`src/rtl/ad9361_spi_pkg.sv`:
```
// Shared types and widths for the AD9361 SPI command arbiter.
package ad9361_spi_pkg;

   localparam int unsigned AD_ADDR_W = 10;
   localparam int unsigned AD_DATA_W = 8;

   typedef enum logic [1:0] {
      StIdle  = 2'd0,
      StIssue = 2'd1,
      StWait  = 2'd2,
      StDone  = 2'd3
   } arb_state_e;

   // Index width that stays legal for a single requester.
   function automatic int unsigned idx_w(input int unsigned n);
      return (n > 1) ? $clog2(n) : 1;
   endfunction

endpackage

```
`src/rtl/ad9361_spi_arbiter_if.sv`:
```
// Command/completion bus between the arbiter and the AD9361 SPI master.
interface ad9361_spi_arbiter_if;
   import ad9361_spi_pkg::*;

   logic                 wr_req;
   logic [AD_ADDR_W-1:0] wr_addr;
   logic [AD_DATA_W-1:0] wr_data;
   logic                 rd_req;
   logic [AD_ADDR_W-1:0] rd_addr;
   logic                 wr_end;
   logic                 rd_end;
   logic [AD_DATA_W-1:0] rd_data;

   modport master (
      output wr_req, wr_addr, wr_data, rd_req, rd_addr,
      input  wr_end, rd_end, rd_data
   );

   modport slave (
      input  wr_req, wr_addr, wr_data, rd_req, rd_addr,
      output wr_end, rd_end, rd_data
   );

endinterface

```
`src/rtl/ad9361_rr_pick.sv`:
```
// Combinational grant selector: requester 0 absolute under prio_lock, else round-robin after rr.
module ad9361_rr_pick #(
   parameter int unsigned NUM_REQ = 3,
   parameter int unsigned IDX_W   = 2
) (
   input  logic [NUM_REQ-1:0] req,
   input  logic [IDX_W-1:0]   rr,
   input  logic               prio_lock,
   output logic [NUM_REQ-1:0] grant,
   output logic               valid
);

   always_comb begin
      logic        found;
      logic [31:0] pos;
      grant = '0;
      found = 1'b0;
      pos   = '0;
      valid = |req;
      if (prio_lock && req[0]) begin
         grant[0] = 1'b1;
      end else begin
         // Search starts just past the last served requester and wraps.
         for (int unsigned k = 1; k <= NUM_REQ; k++) begin
            pos = (32'(rr) + k) % NUM_REQ;
            if (!found && req[pos[IDX_W-1:0]]) begin
               grant[pos[IDX_W-1:0]] = 1'b1;
               found                 = 1'b1;
            end
         end
      end
   end

endmodule

```
`src/rtl/ad9361_spi_arbiter.sv`:
```
// Serialises commands from NUM_REQ requesters onto one AD9361 SPI master and
// returns completion, read data or a timeout error to the owning requester.
module ad9361_spi_arbiter
   import ad9361_spi_pkg::*;
#(
   parameter int unsigned NUM_REQ     = 3,
   parameter int unsigned TIMEOUT_CYC = 4096,
   parameter int unsigned TMR_W       = 16
) (
   input  logic                          clk,
   input  logic                          rst_n,
   input  logic                          prio_lock,
   input  logic [NUM_REQ-1:0]            req,
   input  logic [NUM_REQ-1:0]            req_wr,
   input  logic [NUM_REQ*AD_ADDR_W-1:0]  req_addr,
   input  logic [NUM_REQ*AD_DATA_W-1:0]  req_wdata,
   output logic [NUM_REQ-1:0]            req_ack,
   output logic [NUM_REQ-1:0]            req_done,
   output logic                          req_err,
   output logic [AD_DATA_W-1:0]          rd_data,
   output logic                          busy,
   output logic                          stray_end,
   input  logic                          stray_clr,
   ad9361_spi_arbiter_if.master          spi
);

   localparam int unsigned IdxW = idx_w(NUM_REQ);
   localparam logic [TMR_W-1:0] TmoLast = (TIMEOUT_CYC == 0) ? '0 : TMR_W'(TIMEOUT_CYC - 1);

   arb_state_e           state_q, state_d;
   logic [IdxW-1:0]      rr_q, rr_d;
   logic [IdxW-1:0]      gnt_idx_q, gnt_idx_d, pick_idx;
   logic [NUM_REQ-1:0]   pick_grant;
   logic                 pick_valid;
   logic [TMR_W-1:0]     timer_q, timer_d;
   logic                 lat_wr_q, lat_wr_d;
   logic [AD_ADDR_W-1:0] lat_addr_q, lat_addr_d;
   logic [AD_DATA_W-1:0] lat_wdata_q, lat_wdata_d;
   logic                 wr_end_q, rd_end_q;
   logic [AD_DATA_W-1:0] rd_smp_q;
   logic                 end_hit, tmo_hit, stray_ev;
   logic [NUM_REQ-1:0]   ack_q, ack_d, done_q, done_d;
   logic                 err_q, err_d, busy_q, busy_d, stray_q, stray_d;
   logic                 spi_wr_req_q, spi_wr_req_d, spi_rd_req_q, spi_rd_req_d;
   logic [AD_DATA_W-1:0] rd_data_q, rd_data_d;

   ad9361_rr_pick #(
      .NUM_REQ (NUM_REQ),
      .IDX_W   (IdxW)
   ) u_pick (
      .req       (req),
      .rr        (rr_q),
      .prio_lock (prio_lock),
      .grant     (pick_grant),
      .valid     (pick_valid)
   );

   always_comb begin
      pick_idx = '0;
      for (int i = 0; i < NUM_REQ; i++) begin
         if (pick_grant[i]) pick_idx = IdxW'(i);
      end
   end

   // End pulses are judged one cycle late, against the registered copy.
   assign end_hit  = (state_q == StWait) && (lat_wr_q ? wr_end_q : rd_end_q);
   assign tmo_hit  = (TIMEOUT_CYC != 0) && (timer_q == TmoLast);
   assign stray_ev = (state_q != StWait) ? (wr_end_q | rd_end_q)
                                         : (lat_wr_q ? rd_end_q : wr_end_q);

   always_ff @(posedge clk or negedge rst_n) begin
      if (!rst_n) begin
         state_q      <= StIdle;
         rr_q         <= IdxW'(NUM_REQ - 1);
         gnt_idx_q    <= '0;
         timer_q      <= '0;
         lat_wr_q     <= 1'b0;
         lat_addr_q   <= '0;
         lat_wdata_q  <= '0;
         wr_end_q     <= 1'b0;
         rd_end_q     <= 1'b0;
         rd_smp_q     <= '0;
         ack_q        <= '0;
         done_q       <= '0;
         err_q        <= 1'b0;
         rd_data_q    <= '0;
         busy_q       <= 1'b0;
         stray_q      <= 1'b0;
         spi_wr_req_q <= 1'b0;
         spi_rd_req_q <= 1'b0;
      end else begin
         state_q      <= state_d;
         rr_q         <= rr_d;
         gnt_idx_q    <= gnt_idx_d;
         timer_q      <= timer_d;
         lat_wr_q     <= lat_wr_d;
         lat_addr_q   <= lat_addr_d;
         lat_wdata_q  <= lat_wdata_d;
         wr_end_q     <= spi.wr_end;
         rd_end_q     <= spi.rd_end;
         rd_smp_q     <= spi.rd_data;
         ack_q        <= ack_d;
         done_q       <= done_d;
         err_q        <= err_d;
         rd_data_q    <= rd_data_d;
         busy_q       <= busy_d;
         stray_q      <= stray_d;
         spi_wr_req_q <= spi_wr_req_d;
         spi_rd_req_q <= spi_rd_req_d;
      end
   end

   always_comb begin
      state_d     = state_q;
      rr_d        = rr_q;
      gnt_idx_d   = gnt_idx_q;
      timer_d     = timer_q;
      lat_wr_d    = lat_wr_q;
      lat_addr_d  = lat_addr_q;
      lat_wdata_d = lat_wdata_q;
      unique case (state_q)
         StIdle: begin
            if (pick_valid) begin
               state_d     = StIssue;
               gnt_idx_d   = pick_idx;
               lat_wr_d    = req_wr[pick_idx];
               lat_addr_d  = req_addr[pick_idx*AD_ADDR_W +: AD_ADDR_W];
               lat_wdata_d = req_wdata[pick_idx*AD_DATA_W +: AD_DATA_W];
            end
         end
         StIssue: begin
            state_d = StWait;
            timer_d = '0;
         end
         StWait: begin
            if (end_hit || tmo_hit) state_d = StDone;
            else                    timer_d = timer_q + 1'b1;
         end
         StDone: begin
            rr_d    = gnt_idx_q;
            state_d = StIdle;
         end
         default: state_d = StIdle;
      endcase
   end

   // Output registers are loaded from the transition so they line up with the new state.
   always_comb begin
      ack_d        = '0;
      done_d       = '0;
      err_d        = 1'b0;
      rd_data_d    = rd_data_q;
      spi_wr_req_d = 1'b0;
      spi_rd_req_d = 1'b0;
      busy_d       = (state_d != StIdle);
      stray_d      = stray_ev | (stray_q & ~stray_clr);
      if (state_q == StIdle && state_d == StIssue) begin
         ack_d        = pick_grant;
         spi_wr_req_d = lat_wr_d;
         spi_rd_req_d = ~lat_wr_d;
      end
      if (state_q == StWait && state_d == StDone) begin
         done_d[gnt_idx_q] = 1'b1;
         err_d             = ~end_hit;
         if (!end_hit)      rd_data_d = '0;
         else if (!lat_wr_q) rd_data_d = rd_smp_q;
      end
   end

   assign req_ack     = ack_q;
   assign req_done    = done_q;
   assign req_err     = err_q;
   assign rd_data     = rd_data_q;
   assign busy        = busy_q;
   assign stray_end   = stray_q;
   assign spi.wr_req  = spi_wr_req_q;
   assign spi.rd_req  = spi_rd_req_q;
   assign spi.wr_addr = lat_addr_q;
   assign spi.rd_addr = lat_addr_q;
   assign spi.wr_data = lat_wdata_q;

endmodule

```
`src/flat_wrapper.sv`:
```
// flat-port wrapper written by rule: the top's interface ports become plain ports
module ad9361_spi_arbiter_flat import ad9361_spi_pkg::*;
#(
   parameter int unsigned NUM_REQ     = 3,
   parameter int unsigned TIMEOUT_CYC = 4096,
   parameter int unsigned TMR_W       = 16
)
  (clk, rst_n, prio_lock, req, req_wr, req_addr, req_wdata, req_ack, req_done, req_err, rd_data, busy, stray_end, stray_clr, spi_wr_req, spi_wr_addr, spi_wr_data, spi_rd_req, spi_rd_addr, spi_wr_end, spi_rd_end, spi_rd_data);
  ad9361_spi_arbiter_if spi_i ();
  input  logic clk;
  input  logic rst_n;
  input  logic prio_lock;
  input  logic [NUM_REQ-1:0] req;
  input  logic [NUM_REQ-1:0] req_wr;
  input  logic [NUM_REQ*AD_ADDR_W-1:0] req_addr;
  input  logic [NUM_REQ*AD_DATA_W-1:0] req_wdata;
  output logic [NUM_REQ-1:0] req_ack;
  output logic [NUM_REQ-1:0] req_done;
  output logic req_err;
  output logic [AD_DATA_W-1:0] rd_data;
  output logic busy;
  output logic stray_end;
  input  logic stray_clr;
  output wire logic [$bits(spi_i.wr_req)-1:0] spi_wr_req;
  output wire logic [$bits(spi_i.wr_addr)-1:0] spi_wr_addr;
  output wire logic [$bits(spi_i.wr_data)-1:0] spi_wr_data;
  output wire logic [$bits(spi_i.rd_req)-1:0] spi_rd_req;
  output wire logic [$bits(spi_i.rd_addr)-1:0] spi_rd_addr;
  input wire logic [$bits(spi_i.wr_end)-1:0] spi_wr_end;
  input wire logic [$bits(spi_i.rd_end)-1:0] spi_rd_end;
  input wire logic [$bits(spi_i.rd_data)-1:0] spi_rd_data;
  assign spi_wr_req = spi_i.wr_req;
  assign spi_wr_addr = spi_i.wr_addr;
  assign spi_wr_data = spi_i.wr_data;
  assign spi_rd_req = spi_i.rd_req;
  assign spi_rd_addr = spi_i.rd_addr;
  assign spi_i.wr_end = spi_wr_end;
  assign spi_i.rd_end = spi_rd_end;
  assign spi_i.rd_data = spi_rd_data;
  ad9361_spi_arbiter #(.NUM_REQ(NUM_REQ), .TIMEOUT_CYC(TIMEOUT_CYC), .TMR_W(TMR_W)) u_core (.clk(clk), .rst_n(rst_n), .prio_lock(prio_lock), .req(req), .req_wr(req_wr), .req_addr(req_addr), .req_wdata(req_wdata), .req_ack(req_ack), .req_done(req_done), .req_err(req_err), .rd_data(rd_data), .busy(busy), .stray_end(stray_end), .stray_clr(stray_clr), .spi(spi_i));
endmodule
```
`config.mk`:
```
export PLATFORM = sky130hd
export DESIGN_NAME = ad9361_spi_arbiter_flat
export DESIGN_NICKNAME = d
export VERILOG_FILES = /design/src/rtl/ad9361_spi_pkg.sv /design/src/rtl/ad9361_spi_arbiter_if.sv /design/src/rtl/ad9361_rr_pick.sv /design/src/rtl/ad9361_spi_arbiter.sv /design/src/flat_wrapper.sv
export SDC_FILE = /design/constraint.sdc
export NUM_CORES = 1
export LEC_CHECK = 0
export ABC_AREA = 1
export CORE_UTILIZATION = 45
export DETAILED_ROUTE_END_ITERATION = 6
export PLACE_DENSITY_LB_ADDON = 0.25
export REMOVE_ABC_BUFFERS = 1
export SYNTH_ARGS = -nofsm -noshare
export SYNTH_HDL_FRONTEND = slang
export SYNTH_HIERARCHICAL = 1
export SYNTH_SLANG_ARGS = --single-unit
export TNS_END_PERCENT = 1
```
`constraint.sdc`:
```
create_clock -name clk -period 4.5 [get_ports clk]
set_input_delay 0.45 -clock clk [delete_from_list [all_inputs] [get_ports clk]]
set_output_delay 0.45 -clock clk [all_outputs]
set_load 0.02 [all_outputs]
```
==> flow_summary.json, run 1 <==
{
  "total_leakage_power_nw": 2.28,
  "drt.antenna.violating_nets": 0,
  "start_kind": "flip-flop",
  "syn_inst": 442,
  "cts_max_path_buffers": 2,
  "vias": 3382,
  "finalPower_w": 0.00323,
  "antenna_cells": 0,
  "grt_start_max_net_pins": 43,
  "die_area_um2": 8610,
  "dpl.hpwl_um": 7020,
  "postCtsSetupBuffers": 0,
  "fin_skew_ps": 7.69,
  "slew_violations": 0,
  "nNetsFinal": 637,
  "ys_seq_elements": 70,
  "startpoint": "u_core/rr_q[1]$_DFFE_PN1N_",
  "avgSynthCellArea_um2": 8.40,
  "routed_wirelength_um": 9240,
  "grt_antenna_before_repair": 0,
  "grt_pass1_wl_um": 14800,
  "fillers": 635,
  "setup.worst_path.end_class": "flip-flop",
  "track_usage": 0.220,
  "finalSetupTns_ps": 0,
  "slew_headroom": 0.467,
  "clk_latency_ps": 330,
  "postCtsHoldBufs": 0,
  "fin_crit_ps": 3100,
  "clkSinkCount": 70,
  "core_area_um2": 7850,
  "min_period_over_period": 0.689,
  "cp_data_required_time_ps": 4760,
  "reg2reg_from": "u_core/rr_q[1]$_DFFE_PN1N_",
  "start_util": 0.473,
  "final_common_cell": "clkdlybuf4s50_1",
  "final_cell_mix": "clkdlybuf4s50_1 (119), nand2_1 (102), dfrtp_1 (69)",
  "place_congestion": 0.951,
  "first_global_vias": 3265,
  "vdd_drop_max_mv": 0.399,
  "worstPathArrival_ps": 3360,
  "fmax_mhz": 323,
  "tightest_slew_ps": 798,
  "critPathKind": "reg -> reg",
  "io_buffers": 120,
  "yosys_warnings": 6,
  "wl_per_cell_um": 14.0,
  "htree_levels": 3,
  "syn-cell-area_um2": 3710,
  "status": "complete, no violations",
  "layout-area-overhead-vs-synth_pct": 37.3,
  "critPathMaxFanout": 21,
  "design_area_um2": 5090,
  "viasPerCell": 5.13,
  "row_count": 32,
  "clk_pin_slew_worst_paths_ps": 70,
  "finalSetupViolCount": 0,
  "die_w_um": 92.8,
  "p_per_area_nw_per_um2": 634,
  "cts_resized": 0,
  "cts_tree": "done",
  "drtIter0Drc": 222,
  "ys_async_sr_fraction": 1.00,
  "rsz0062_at_grt": "false",
  "synth_edf_count": 0,
  "synth_flop_cell": "dfrtp_1",
  "maxCapViolations": 0,
  "hold_path_class": "in -> async",
  "ys_types": 39,
  "finalHoldViolations": 0,
  "cts_made_buffers": 9,
  "place_area_um2": 4910,
  "cts_root_buf": "clkbuf_8",
  "firstDrtPassIters": 4,
  "drc": 0,
  "seq_area_frac_synth": 0.472,
  "drive_gt1_frac": 0.0844,
  "die_h_um": 92.8,
  "grt-ovfl-total": 0,
  "num_io_pins": 121
}
==> layout make-up <==
cell class                      instances  area [um2]  area share
Multi-Input combinational cell        299        1620       0.318
Tap cell                              102         128      0.0250
Inverter                               50         188      0.0368
Clock buffer                           11         141      0.0278
Timing Repair Buffer                  123        1220       0.239
Clock inverter                          4        47.5     0.00933
Sequential cell                        70        1750       0.344
==> cells by family (layout without fill, tap and decap cells) <==
| family | after synthesis | in the layout | synth area share |
|---|---|---|---|
| AND/OR/NAND/NOR | 239 | 239 | 0.308 |
| AO/OA/AOI/OAI | 45 | 45 | 0.0823 |
| buffers and inverters | 73 | 188 | 0.0914 |
| XOR/XNOR | 5 | 5 | 0.0118 |
| adder cells (fa/ha/maj) | 10 | 10 | 0.0337 |
| flip-flops | 70 | 70 | 0.472 |
==> worst paths after layout <==
check                                                    endpoint  slack (ps)  cells after the start
worst max-delay path                  u_core/spi.wr_req$_DFF_PN0_        1400                     14
worst min-delay path                u_core/timer_q[3]$_DFFE_PN0P_         130                      1
worst max register to register        u_core/spi.wr_req$_DFF_PN0_        1400                     14
worst min register to register      u_core/rd_data[1]$_DFFE_PN0P_         470                      2
max in group asynchronous       u_core/spi.rd_addr[5]$_DFFE_PN0P_        3400                      2
min in group clk                    u_core/rd_data[1]$_DFFE_PN0P_         470                      2
==> flip-flops by register name, summed over array words and instances, names as in the netlist, 2 cells and up <==
signal,count
u_core/req_ack,3
u_core/rr_q,2
u_core/rd_smp_q,8
u_core/gnt_idx_q,2
u_core/spi.rd_addr,10
u_core/rd_data,8
u_core/state_q,2
u_core/req_done,3
u_core/timer_q,16
u_core/spi.wr_data,8
==> per-stage QoR <==
| stage | util | hold slack (ps) | instances | setup WS (ps) |
|---|---|---|---|---|
| final | 0.649 | 135 | 659 | 1400 |
| after global routing | 0.649 | 159 | 659 | 1170 |
| after CTS | 0.649 | 144 | 659 | 1400 |
| after detailed placement | 0.625 | 459 | 644 | 1270 |
| after global placement | 0.625 | 461 | 644 | 1430 |
| after floorplan | - | 154 | 419 | 1560 |
==> routing by layer <==
metal | up-vias | global-route usage | part of all wire
li1 | 1659 | - | -
met5 | - | 0 | 0
met1 | 1545 | 0.260 | 0.41
met2 | 156 | 0.376 | 0.49
met4 | 0 | 0.0782 | 0.023
met3 | 22 | 0.0673 | 0.078
==> critical path, stage by stage, from the launching register on <==
cell      delay [ps]
dfstp_2          560
ha_1             320
o21ai_1          250
nand2_2          130
nand3_1          100
nand2_1           50
nor2_1           100
nor2_1            50
buf_4            200
inv_1            470
nand2_1           90
and2_0           150
a221oi_1         370
inv_1             70
nor2_1           100
==> power by group <==
part	switching, W	total, W	leakage (nW)	internal [W]
Clock	0.000218	0.000485	0.0952	0.000266
Combinational	0.00110	0.00179	1.31	0.000684
Sequential	0.000142	0.000959	0.875	0.000818
==> cells in the mapped netlist (5+ instances only) <==
cell,count,share of area
dfrtp_1,69,0.47
nor3_1,20,0.027
ha_1,10,0.034
nand4_1,15,0.025
nand3_1,19,0.026
nor2_1,54,0.055
buf_4,10,0.020
inv_1,46,0.047
a21oi_1,10,0.013
nand2_2,5,0.0084
clkbuf_1,7,0.0071
nand3_2,6,0.016
nand2_1,102,0.10
o21ai_0,10,0.013
a311oi_1,18,0.042
No activity file was read; power rests on OpenSTA's default activity.
==> run 2: changes to the inputs <==
--- a/config.mk
+++ b/config.mk
@@ -6,7 +6,7 @@
 export NUM_CORES = 1
 export LEC_CHECK = 0
 export ABC_AREA = 1
-export CORE_UTILIZATION = 45
+export CORE_UTILIZATION = 42
 export DETAILED_ROUTE_END_ITERATION = 6
 export PLACE_DENSITY_LB_ADDON = 0.25
 export REMOVE_ABC_BUFFERS = 1
==> constraint.sdc (replaced) <==
create_clock -name clk -period 2.7 [get_ports clk]
set_input_delay 0.27 -clock clk [delete_from_list [all_inputs] [get_ports clk]]
set_output_delay 0.27 -clock clk [all_outputs]
set_load 0.02 [all_outputs]
==> run 2 against run 1 <==
Compared with the run above:
- first-iteration DRC count shrank 15%
- global-route usage grew 0.42 points
- worst hold slack gained 230 ps
- flip-flop and latch count is the same
- largest cell class unchanged
==> flow_summary.json, run 2 (same netlist as run 1, synthesis figures left out) <==
{
  "drtIter0Drc": 189,
  "grt_start_max_net_pins": 28,
  "finalSetupViolCount": 0,
  "cts_made_buffers": 9,
  "hold_ws_ps": 364,
  "die_h_um": 96,
  "slowest_delay_ps": 560,
  "fmax_mhz": 412,
  "setup.worst_path.end_class": "flip-flop",
  "vdd_drop_max_mv": 0.535,
  "slowest_stage": "dfstp_2",
  "p_per_area_nw_per_um2": 1080,
  "critPathKind": "reg -> reg",
  "io_buffers": 120,
  "clk_latency_ps": 340,
  "routed_wirelength_um": 9460,
  "nNetsFinal": 643,
  "critPathMaxFanout": 8,
  "drive_gt1_frac": 0.103,
  "total_leakage_power_nw": 2.32,
  "grt_pass1_wl_um": 15600,
  "min-delay-start": "spi_rd_data[1]",
  "tightest_slew_ps": 457,
  "maxCapViolations": 0,
  "wl_per_cell_um": 14.1,
  "drt.antenna.violating_nets": 0,
  "drc": 0,
  "largest_reg_flops": 16,
  "slew_violations": 0,
  "path_cells": "ha_2 > inv_2 > nand2_2 > nand3_2 > nand2_2 > nand3_1 > nand2_1 > nor2_1 > nor2_4 > inv_1 > nand2_1 > and2_0 > a221oi_2 > inv_1 > nor2_1",
  "start_util": 0.443,
  "rsz0062_at_grt": "false",
  "row_count": 33,
  "htree_levels": 3,
  "postCtsSetupBuffers": 0,
  "die_w_um": 96,
  "grt_antenna_before_repair": 0,
  "slew_headroom": 0.695,
  "stdcell_count": 669,
  "crit_buf_inv": 3,
  "dp_cells": 652,
  "worstPathArrival_ps": 2690,
  "vias": 3396,
  "viasPerCell": 5.08,
  "status": "complete, no violations",
  "first_global_vias": 3382,
  "clk_pin_slew_worst_paths_ps": 80,
  "final_common_cell": "clkdlybuf4s50_1",
  "track_usage": 0.224,
  "reg2reg_setup_slack_ps": 270,
  "place_congestion": 0.913,
  "cts_root_buf": "clkbuf_8",
  "min_period_over_period": 0.898,
  "clkSinkCount": 70,
  "cts_tree": "done",
  "dpl.hpwl_um": 7210,
  "cp_data_required_time_ps": 2960,
  "startpoint": "u_core/rr_q[1]$_DFFE_PN1N_",
  "finalHoldViolations": 0,
  "antenna_cells": 0,
  "regMostFlops": "u_core/timer_q",
  "layout-area-overhead-vs-synth_pct": 40.1,
  "hold_path_class": "in -> reg",
  "start_kind": "flip-flop",
  "final_cell_mix": "clkdlybuf4s50_1 (119), nand2_1 (102), dfrtp_1 (69)",
  "fin_crit_ps": 2430,
  "grt-ovfl-total": 0,
  "core_area_um2": 8380,
  "finalSetupTns_ps": 0,
  "fin_skew_ps": 9.25,
  "num_io_pins": 121,
  "reg2reg_from": "u_core/rr_q[1]$_DFFE_PN1N_",
  "crit_family": "simple AND/OR/NAND/NOR gates",
  "cts_max_path_buffers": 2,
  "die_area_um2": 9220,
  "firstDrtPassIters": 4
}
[run 2: cell types whose count changed in the layout (fill, tap and decap cells not counted), sizes merged]
cell,change
buf,+5
clkbuf,-2
bufinv,+1
clkinvlp,+1
dlygate4sd3,+1
inv,+1
[run 2: path summary, 6_finish.rpt]
check                                                end  cells after the start
min                         u_core/rd_smp_q[1]$_DFF_PN0_                      1
min in group asynchronous  u_core/timer_q[3]$_DFFE_PN0P_                      2
max reg2reg                  u_core/spi.wr_req$_DFF_PN0_                     15
max in group asynchronous     u_core/rr_q[1]$_DFFE_PN1N_                      3
min reg2reg                u_core/rd_data[3]$_DFFE_PN0P_                      2
max                          u_core/spi.wr_req$_DFF_PN0_                     15
[run 2: metrics by stage]
step | setup WS [ps] | utilization | cell area (um2) | power (W)
5_1_grt | 12.0 | 0.620 | 5200 | 0.00602
4_1_cts | 115 | 0.618 | 5180 | 0.00560
2_1_floorplan | -239 | - | 3560 | 0.00338
6_report | 274 | 0.620 | 5200 | 0.00560
3_5_place_dp | 7.65 | 0.590 | 4950 | 0.00464
3_3_place_gp | 231 | 0.590 | 4950 | 0.00456
[run 2: layout make-up]
class / count / area [um2]
repair buffers: 129 / 1270
flip-flops and latches: 70 / 1750
fillers: 717 / 3180
multi-input cells: 299 / 1640
clock buffers: 9 / 124
well taps: 105 / 131
inverters: 50 / 188
clock inverters: 7 / 97.6
[run 2: metal layers]
layer	wire length, um	track usage	up-vias
met1	3970	0.267	1592
met3	707	0.0632	15
li1	-	-	1669
met5	0	0	-
met2	4600	0.375	120
met4	184	0.0995	0
[run 2: what timing repair did]
action	CTS	global route
endpoints found under the hold margin	19	0
setup endpoints to repair	1	7
resized for setup	1	4
gates cloned	0	0
pin swaps	0	0
hold buffers	1	0
[run 2: worst reg2reg max path, cell delays in order (launching register included)]
cell	delay, ps
dfstp_2	560
ha_2	330
inv_2	110
nand2_2	50
nand3_2	70
nand2_2	90
nand3_1	90
nand2_1	50
nor2_1	190
nor2_4	80
inv_1	70
nand2_1	50
and2_0	140
a221oi_2	300
inv_1	70
nor2_1	100
[run 2: where the power goes]
group          switching, W  internal (W)  leakage, nW
Clock              0.000409      0.000523        0.106
Sequential         0.000226       0.00136        0.875
Combinational       0.00187       0.00121         1.34
Total               0.00251       0.00309         2.32
